<file path="src/rtl/hazard_ctrl_mc.sv">
// Hazard/forwarding controller for the 5-stage pipeline with a multi-cycle execute stall.
// Optional perf counters are built only when HAZARD_PERF_EN is defined.
module hazard_ctrl_mc #(
    parameter int unsigned REG_AW  = 5,
    parameter int unsigned PCSRC_W = 2,
    parameter int unsigned MC_LAT  = 4,
    parameter int unsigned CNT_W   = 3
) (
    input  logic               clk,
    input  logic               rst,
    input  logic [REG_AW-1:0]  rs1_d,
    input  logic [REG_AW-1:0]  rs2_d,
    input  logic [REG_AW-1:0]  rs1_e,
    input  logic [REG_AW-1:0]  rs2_e,
    input  logic [REG_AW-1:0]  rd_e,
    input  logic [REG_AW-1:0]  rd_m,
    input  logic [REG_AW-1:0]  rd_w,
    input  logic               reg_write_m,
    input  logic               reg_write_w,
    input  logic               load_e,
    input  logic               mc_start_e,
    input  logic [PCSRC_W-1:0] pc_src_e,
    output logic [1:0]         forward_a_e,
    output logic [1:0]         forward_b_e,
    output logic               stall_f,
    output logic               stall_d,
    output logic               stall_e,
    output logic               flush_d,
    output logic               flush_e,
    output logic               flush_m,
    output logic               mc_busy,
    output logic               mc_done,
    output logic [31:0]        perf_lu,
    output logic [31:0]        perf_mc,
    output logic [31:0]        perf_fl
);

    localparam logic [0:0]       S_IDLE   = 1'b0;
    localparam logic [0:0]       S_BUSY   = 1'b1;
    localparam logic [CNT_W-1:0] CNT_LOAD = CNT_W'(MC_LAT - 1);
    localparam logic             MC_MULTI = (MC_LAT > 1);

    logic [0:0]       r_state;
    logic [0:0]       w_state_nx;
    logic [CNT_W-1:0] r_cnt;
    logic [CNT_W-1:0] w_cnt_nx;
    logic             w_mcs;
    logic             w_done;
    logic             w_lu;
    logic             w_br;
    logic             w_run;

    function automatic logic [1:0] fwd_sel(
        input logic [REG_AW-1:0] rs,
        input logic [REG_AW-1:0] rdm,
        input logic              rwm,
        input logic [REG_AW-1:0] rdw,
        input logic              rww
    );
        if (rs == '0)              return 2'b00;
        else if (rwm && rs == rdm) return 2'b10;
        else if (rww && rs == rdw) return 2'b01;
        else                       return 2'b00;
    endfunction

    assign forward_a_e = fwd_sel(rs1_e, rd_m, reg_write_m, rd_w, reg_write_w);
    assign forward_b_e = fwd_sel(rs2_e, rd_m, reg_write_m, rd_w, reg_write_w);

    // x0 never creates a load-use dependency
    assign w_lu = load_e && (rd_e != '0) &&
                  (((rs1_d == rd_e) && (rs1_d != '0)) || ((rs2_d == rd_e) && (rs2_d != '0)));
    assign w_br = (pc_src_e != '0);

    always_ff @(posedge clk or posedge rst) begin
        if (rst) begin
            r_state <= S_IDLE;
            r_cnt   <= '0;
        end else begin
            r_state <= w_state_nx;
            r_cnt   <= w_cnt_nx;
        end
    end

    // Countdown: start cycle stalls, then BUSY stalls while cnt > 1 and finishes at cnt == 1
    always_comb begin
        w_state_nx = r_state;
        w_cnt_nx   = r_cnt;
        w_mcs      = 1'b0;
        w_done     = 1'b0;
        case (r_state)
            S_IDLE: begin
                if (mc_start_e) begin
                    if (MC_MULTI) begin
                        w_mcs      = 1'b1;
                        w_state_nx = S_BUSY;
                        w_cnt_nx   = CNT_LOAD;
                    end else begin
                        w_done = 1'b1;
                    end
                end
            end
            S_BUSY: begin
                w_cnt_nx = r_cnt - CNT_W'(1);
                w_mcs    = (r_cnt > CNT_W'(1));
                if (r_cnt == CNT_W'(1)) begin
                    w_done     = 1'b1;
                    w_state_nx = S_IDLE;
                    w_cnt_nx   = '0;
                end
            end
            default: begin
                w_state_nx = S_IDLE;
                w_cnt_nx   = '0;
            end
        endcase
    end

    // Control outputs are forced low for the whole time reset is held
    assign w_run   = ~rst;
    assign stall_f = w_run & (w_lu | w_mcs);
    assign stall_d = w_run & (w_lu | w_mcs);
    assign stall_e = w_run & w_mcs;
    assign flush_d = w_run & w_br & ~w_mcs;
    assign flush_e = w_run & (w_lu | w_br) & ~w_mcs;
    assign flush_m = w_run & w_mcs;
    assign mc_busy = w_run & (r_state == S_BUSY);
    assign mc_done = w_run & w_done;

`ifdef HAZARD_PERF_EN
    logic [31:0] r_perf_lu;
    logic [31:0] r_perf_mc;
    logic [31:0] r_perf_fl;

    always_ff @(posedge clk or posedge rst) begin
        if (rst) begin
            r_perf_lu <= '0;
            r_perf_mc <= '0;
            r_perf_fl <= '0;
        end else begin
            if (w_lu)    r_perf_lu <= r_perf_lu + 32'd1;
            if (w_mcs)   r_perf_mc <= r_perf_mc + 32'd1;
            if (flush_d) r_perf_fl <= r_perf_fl + 32'd1;
        end
    end

    assign perf_lu = r_perf_lu;
    assign perf_mc = r_perf_mc;
    assign perf_fl = r_perf_fl;
`else
    assign perf_lu = '0;
    assign perf_mc = '0;
    assign perf_fl = '0;
`endif

endmodule

</file>
<file path="config.mk">
export PLATFORM = sky130hd
export DESIGN_NAME = hazard_ctrl_mc
export DESIGN_NICKNAME = d
export VERILOG_FILES = /design/src/rtl/hazard_ctrl_mc.sv
export SDC_FILE = /design/constraint.sdc
export NUM_CORES = 1
export LEC_CHECK = 0
export CAP_MARGIN = 10
export CORE_MARGIN = 1
export CORE_UTILIZATION = 29
export DETAILED_ROUTE_END_ITERATION = 10
export GPL_TIMING_DRIVEN = 0
export MAX_ROUTING_LAYER = met4
export PLACE_DENSITY_LB_ADDON = 0.3
export SETUP_SLACK_MARGIN = 0.4
export SYNTH_ARGS = -nofsm -noshare
export SYNTH_HDL_FRONTEND = slang
export SYNTH_SLANG_ARGS = --single-unit
</file>
<file path="constraint.sdc">
create_clock -name clk -period 2.4 [get_ports clk]
set_clock_uncertainty 0.15 [all_clocks]
set_input_delay 0.48 -clock clk [delete_from_list [all_inputs] [get_ports clk]]
set_output_delay 0.48 -clock clk [all_outputs]
set_load 0.05 [all_outputs]
</file>
* After elaboration in Yosys (flattened, before gate mapping)
Index checks and enable logic that the tools add are counted.
** Storage, ports and cells
- Latch bits :: 0
- Memory bits (read-only) :: 0
- Memories :: 0
- Output and inout bits :: 108
- Input port bits :: 43
- Logic and storage cells :: 55
- Bits in registers :: 4
- RAM bits :: 0
** Operators by class
- Magnitude comparators :: 1
- Multipliers :: 0
- Eq/ne operators :: 8
- Bitwise operators :: 13
- Shift-type cells :: 0
- Reduce and logical (&&, ||, !) cells :: 15
- Mux-type cells :: 15
- Divide/modulo/power cells :: 0
- $add $sub $neg :: 1
** Operators with widths (count)
- 5-bit equality test :: 6
- 5-bit nonzero test :: 3
- 5-bit logical NOT :: 2
- 1-bit bitwise AND :: 8
- 1-bit logical AND :: 8
- 2-bit 2-to-1 mux :: 4
- 3-bit 2-to-1 mux :: 2
- 1-bit one-hot mux with 2 select lines :: 3
- 3-bit one-hot mux with 2 select lines :: 1
- 1-bit 2-to-1 mux :: 5
- 3-bit by 1-bit equality test with 1-bit output (second input constant) :: 1
- 3-bit by 1-bit > comparator with 1-bit output (second input constant) :: 1
- 1-bit inverter :: 3
- 3-bit by 1-bit subtractor with 3-bit output (second input constant) :: 1
- 2-bit != test (second input constant) :: 1
- 1-bit OR :: 2
- 2-bit nonzero test :: 1
- 1-bit logical OR :: 1

* Longest topological paths before layout
Gate-level depths: netlist (run 1).
- Word-level depth :: 7
- Gate-level depth with buffers :: 6
- Depth with buffers taken out :: 6

* Least setup slack after synthesis (run 1)
Ideal clock, no wire load.
- Kind :: input to output
- Start :: in rd_m[2]
- End :: out forward_a_e[0]
- Path buffers :: 0
- Data required time :: 1.770 ns
- Stages :: 4
- Path slack :: -0.602 ns
- Arrival time :: 2.372 ns
- Path through :: xor2_1 > nor4_1 > nand3_1 > nor4b_1
** Between the ends
- Cells in the longest elaborated chain, start to end :: 4
** RTL lines
- from (decl) :: RTL line 16 : input logic [REG_AW-1:0] rd_m,
- 5-bit equality test :: RTL line 61 : else if (rwm && rs == rdm) return 2'b10;
- 1-bit logical AND :: RTL line 61
- 2-bit 2-to-1 mux :: RTL line 61
- 2-bit 2-to-1 mux :: RTL line 60 : if (rs == '0) return 2'b00;
- to (decl) :: RTL line 23 : output logic [1:0] forward_a_e,
No other way between the ends.

* Final worst setup path (run 1)
- Start :: reg r_cnt[0]
- End :: out stall_f
** Between the ends
- Cells in the longest elaborated chain, start to end :: 4
** RTL lines
- from (decl) :: RTL line 45 : logic [CNT_W-1:0] r_cnt;
- from (signal assigned) :: RTL line 80 : r_cnt <= w_cnt_nx;
- 3-bit by 1-bit > comparator with 1-bit output :: RTL line 104 : w_mcs = (r_cnt > CNT_W'(1));
- 1-bit one-hot mux with 2 select lines :: RTL line 90 : case (r_state)
- 1-bit OR :: RTL line 120 : assign stall_f = w_run & (w_lu | w_mcs);
- 1-bit bitwise AND :: RTL line 120
- to (decl) :: RTL line 25 : output logic stall_f,
No other way between the ends.

==> results of run 1 <==
==> timing repair <==
| item | CTS | global route |
|---|---|---|
| endpoints found under the hold margin | 0 | 0 |
| pin swaps | 44 | 12 |
| resized for setup | 255 | 20 |
| endpoints found under the setup margin | 12 | 12 |
| buffers inserted | 7 | 3 |
==> critical path: cells and delay by family, from the launching register on <==
family          cells  cell delay [ns]
compound gates      3             0.53
flops               1             0.41
buf+inv             3             0.39
fa+ha+maj           1             0.18
==> state kept, by name (all words and copies together) (netlist names) <==
signal / flops
r_cnt: 3
r_state: 1
==> metal layers <==
metal | up-vias | track usage, %
met3 | 2 | 4.58
li1 | 745 | -
met5 | - | -
met2 | 79 | 23.5
met1 | 573 | 12.7
met4 | 0 | 3.92
==> cells by family after synthesis <==
group | Yosys count | share of synthesized area, %
AOI/OAI and AO/OA | 14 | 6.34
xor gates and xnor gates | 28 | 17.0
adders and majority gates | 2 | 1.74
buffers and inverters | 103 | 52.4
DFF | 4 | 6.94
other | 1 | 0.260
and+or+nand+nor | 37 | 15.3
==> Yosys cell counts, types with 2 or more instances <==
library cell	n	share of area [%]
nor2_1	6	1.6
nor4b_1	2	1.2
dfrtp_1	4	6.9
xnor2_1	12	7.3
a21oi_1	2	0.69
nand4_1	2	0.87
inv_1	4	1.0
nor4_2	2	1.7
buf_4	98	51
nand3_1	2	0.69
o21ai_0	4	1.4
ha_1	2	1.7
or4_1	3	1.6
nor4_1	4	1.7
nor2b_1	4	1.7
nand2_1	6	1.6
xor2_1	16	9.7
or2_1	2	0.87
==> layout make-up <==
type                    instances  share of cell area [%]
multi-input cells             177                    42.1
plain buffers                  99                    27.5
repair buffers                 64                    21.5
flip-flops and latches          4                    3.67
well taps                      67                    3.08
clock buffers                   3                    1.52
inverters                       4                   0.551
==> how the worst min path moves through the flow <==
stage,from,end,cells after the start
5_1_grt,rst,r_state,2
3_3_place_gp,r_cnt[1],r_cnt[1],1
3_5_place_dp,r_cnt[1],r_cnt[1],1
4_1_cts,rst,r_state,2
2_1_floorplan,rst,r_cnt[0],1
6_report,rst,r_state,2
==> through the flow <==
stage | setup TNS, ns | cells | area [um2] | utilization, %
finish | 0 | 418 | 2730 | 57.3
global route | -0.0265 | 418 | 2730 | 57.3
CTS | 0 | 415 | 2650 | 55.7
detailed placement | -8.51 | 405 | 2530 | 53.2
global placement | -8.50 | 405 | 2530 | 53.2
floorplan | 0 | 284 | 1900 | -
==> layout by cell type, fill, tap and decap left out, types with 2 or more instances in the layout <==
master,n
dfrtp_1,4
dlygate4sd2_1,6
nor4_2,5
nand2_2,2
buf_6,18
buf_8,9
nand4_1,2
nor2b_4,2
a21oi_1,2
inv_1,2
buf_4,105
nor4b_4,2
o21ai_1,2
o21ai_0,2
xnor2_1,11
nand2_1,4
buf_2,17
inv_2,2
clkdlybuf4s50_1,4
or2_1,2
xor2_1,15
conb_1,96
nand3_2,2
or4_4,3
nor2_2,2
clkbuf_8,3
nor2_4,4
==> where the power goes <==
group	leakage [nW]	internal [mW]	switching (mW)
combinational	1.47	0.549	0.798
sequential	0.0463	0.0998	0.0294
clock	0.0216	0.107	0.0400
total	1.54	0.756	0.868
==> metrics.yaml, run 1 <==
min_period_ns: 2.36
start_util_pct: 30.3
via_count: 1399
synth-edff-count: 0
first_pass_iters: 4
wl_um: 3500
antenna_found_initial: 0
grt_max_degree: 10
portBuffers: 54
path_clk_slew_ns: 0.03
hold_path.class: "in2async"
reg2reg_to: "r_cnt[1]"
n_antenna_cell: 0
drc: 0
p_leak_nw: 1.54
status: "finished clean"
wl_met2_um: 1960
layout-drive-gt1-share_pct: 53.8
cp_slowest_cell: "dfrtp_1"
die_area_um2: 5260
design.core.area_um2: 4750
clock_latency_ns: 0.22
reg2regPathDepth: 5
crit_type: "reg2out"
crit_end: "stall_f"
cts_hold_buf: 0
crit_start: "r_cnt[0]"
ys_ff_latch: 4
start_kind: "flip-flop"
grt_usage_pct: 12.8
netlist_instances: 189
root_buffer: "clkbuf_8"
area_delta_synth_final_pct: 89.1
grt_pass1_vias: 1204
die_h_um: 72.5
yosysWarnings: 0
setup_viol: 0
cp-end-kind: "output port"
rsz0062_at_grt: "true"
avgViaCountPerCell: 3.35
grt_pass1_wl_um: 5180
path_cells: "ha_4 -> o21bai_1 -> a21o_1 -> buf_6 -> o22ai_4 -> buf_6 -> buf_8"
clock.fmax_mhz: 424
cap_violations: 0
synth_cell_types: 32
die_x_um: 72.5
holdWs_ns: 0.304
clock-sinks: 4
ant_nets: 0
synth_top_flop_cell: "dfrtp_1"
cts_buffers: 3
hold_violations: 0
setup_ws_ns: 0.0388
path_common_cell: "buf_6"
io_pins: 151
powerDensity_nw_per_um2: 596
p_total_mw: 1.62
seq_area_um2: 100
grt_overflow: 0
synth_async_sr_flop_share_pct: 100
synthesis.area_um2: 1440
required_ns: 1.77
clk_path_buf_depth: 2
pre_cts_ws_ns: -1.03
drt_iter0_drc: 27
max_stage_delay_ns: 0.41
worstPathArrival_ns: 1.73
period_share_pct: 98.4
peakVddDrop_uv: 374
reg2reg_slack_ns: 1.01
wl_per_cell_um: 8.37
worst_r2r_startpoint: "r_cnt[0]"
avgSynthCellArea_um2: 7.63
drv_slew: 0
wl_met3_um: 360
fin_nets: 398
yosysSeqAreaShare_pct: 6.94
cts_tree: "done"
multiInputGateArea_um2: 1150
cp_max_fo: 3
wl_met1_um: 1160
place.gp.congestion: 0.801
top_layer_used: "met4"
dpl.hpwl_um: 3070
htree_levels: 1
nFillCells: 473
num_rows: 25
(Power assumes the default switching activity.)
==> run 2, diff against run 1 <==
--- a/config.mk
+++ b/config.mk
@@ -6,8 +6,10 @@
 export NUM_CORES = 1
 export LEC_CHECK = 0
 export CAP_MARGIN = 10
+export CELL_PAD_IN_SITES_DETAIL_PLACEMENT = 2
+export CELL_PAD_IN_SITES_GLOBAL_PLACEMENT = 2
 export CORE_MARGIN = 1
-export CORE_UTILIZATION = 29
+export CORE_UTILIZATION = 13
 export DETAILED_ROUTE_END_ITERATION = 10
 export GPL_TIMING_DRIVEN = 0
 export MAX_ROUTING_LAYER = met4
==> run 2 against run 1 <==
  * Flip-flop and latch count did not move
  * Global-route usage fell by 4.6 points
  * First-iteration DRC count fell by 67%
  * Clock power barely moved
  * Combinational power rose by 8%
==> metrics.yaml, run 2 (same netlist as run 1, synthesis figures left out) <==
status: "finished clean"  # unchanged
first_pass_iters: 2  # was 4
reg2regPathDepth: 7  # was 5
grt_max_degree: 10  # unchanged
reg2reg_to: "r_cnt[2]"  # was r_cnt[1]
largest_reg_flops: 3  # unchanged
hold_path.class: "in2async"  # unchanged
hold_violations: 0  # unchanged
period_share_pct: 99.1  # was 98.4%
design.core.area_um2: 10800  # was 4750 um2
setup_viol: 0  # unchanged
cts_hold_buf: 0  # unchanged
grt_overflow: 0  # unchanged
cts_tree: "done"  # unchanged
top_register: "r_cnt"  # unchanged
fin_nets: 403  # was 398
drv_slew: 0  # unchanged
path_clk_slew_ns: 0.03  # about the same
worst_r2r_startpoint: "r_cnt[0]"  # unchanged
largestRegisters: "r_cnt: 3 flops, r_state: 1 flops"  # unchanged
ant_nets: 0  # unchanged
final_cell_count_no_fill: 498  # was 418
root_buffer: "clkbuf_8"  # unchanged
grt_usage_pct: 8.21  # was 12.8%
clock-sinks: 4  # unchanged
min_period_ns: 2.38  # was 2.36 ns
clk_path_buf_depth: 2  # unchanged
worstPathArrival_ns: 1.75  # was 1.73 ns
peakVddDrop_uv: 472  # was 374 uV
cap_violations: 0  # unchanged
drt_iter0_drc: 9  # was 27
final_common_cell: "buf_4"  # unchanged
utilization_pct: 26.7  # was 57.3%
tns_ns: 0  # unchanged
via_count: 1539  # was 1,399
required_ns: 1.77  # about the same
htree_levels: 1  # unchanged
num_rows: 38  # was 25
area_delta_synth_final_pct: 101  # was 89.1%
crit_type: "in2out"  # was reg2out
drc: 0  # unchanged
start_util_pct: 13.3  # was 30.3%
cp-end-kind: "output port"  # unchanged
rsz0062_at_grt: "true"  # unchanged
die_h_um: 107  # was 72.5 um
final_cell_mix: "buf_4, conb_1, buf_6"  # unchanged
placedCellCount: 478  # was 405
holdWs_ns: 0.302  # was 0.304 ns
p_leak_nw: 1.57  # was 1.54 nW
die_x_um: 107  # was 72.5 um
portBuffers: 54  # unchanged
nFillCells: 1307  # was 473
wl_um: 4900  # was 3500 um
powerDensity_nw_per_um2: 598  # was 596 nW/um2
cts_buffers: 3  # unchanged
avgViaCountPerCell: 3.09  # was 3.35
clock_latency_ns: 0.22  # about the same
start_kind: "primary input"  # was flip-flop
die_area_um2: 11500  # was 5260 um2
place.gp.congestion: 0.737  # was 0.801
wl_per_cell_um: 9.85  # was 8.37 um
grt_pass1_wl_um: 7270  # was 5180 um
antenna_found_initial: 2  # was 0
layout-drive-gt1-share_pct: 55.9  # was 53.8%
dpl.hpwl_um: 4330  # was 3070 um
p_total_mw: 1.73  # was 1.62 mW
io_pins: 151  # unchanged
grt_pass1_vias: 1549  # was 1,204
clock.fmax_mhz: 421  # was 424 MHz
cp_max_fo: 2  # was 3
reg2reg_slack_ns: 0.88  # was 1.01 ns
## run 2: cell count changes in the layout (fill, tap and decap cells not counted), sizes merged
cell           before  now
buf               149  150
dlymetal6s2s        0    1
clkbuf              5   10
diode               0    2
dlygate4sd2         6    5
clkdlybuf4s15       2    1
## run 2: power breakdown
group	internal [mW]	switching [mW]
Sequential	0.0999	0.0296
Combinational	0.609	0.848
Clock	0.107	0.0389
## run 2: worst max-delay path by stage
stage,from,endpoint,slack [ns],cells after the start
finish,rd_e[4],stall_f,0.02,7
global route,r_cnt[1],flush_e,-0.01,7
CTS,rd_e[4],stall_f,0.02,7
detailed placement,rd_e[1],stall_f,-1.06,7
global placement,rd_e[0],flush_e,-1.07,6
floorplan,rd_e[1],stall_f,0.06,5
## run 2: repair_timing
item	CTS	global route
resized for setup	249	27
setup endpoints to repair	12	11
pin swaps	37	16
gates cloned	0	0
setup buffers	10	5
## run 2: worst max-delay path, stage by stage
cell and delay, ns:
buf_8 0.09, or4_4 0.54, o21ai_4 0.14, nand2b_4 0.15
o22ai_4 0.08, buf_6 0.13, buf_8 0.14
## run 2: area by class of cell
type                       count  area, um2  area share (%)
multi-input combinational    177       1200            41.3
timing repair buffer          69        609            21.0
antenna                        2       5.00           0.173
tap                          140        175            6.05
inverter                       4       17.5           0.605
buffer                        99        751            25.9
sequential                     4        100            3.46
clock buffer                   3       41.3            1.43
## run 2: metrics by stage
step	worst slack [ns]	instance area (um2)
2_1_floorplan	0.0611	1900
4_1_cts	0.0234	2790
5_1_grt	-0.0138	2900
6_report	0.0221	2900
3_5_place_dp	-1.06	2620
3_3_place_gp	-1.07	2620
## run 2: per-layer routing
metal | vias up | GRT usage [%] | part of all wire (%)
met5 | - | - | 0
met4 | 0 | 1.76 | 0.39
met3 | 4 | 2.00 | 9.9
met2 | 81 | 16.5 | 57
met1 | 697 | 7.79 | 33
li1 | 757 | - | -
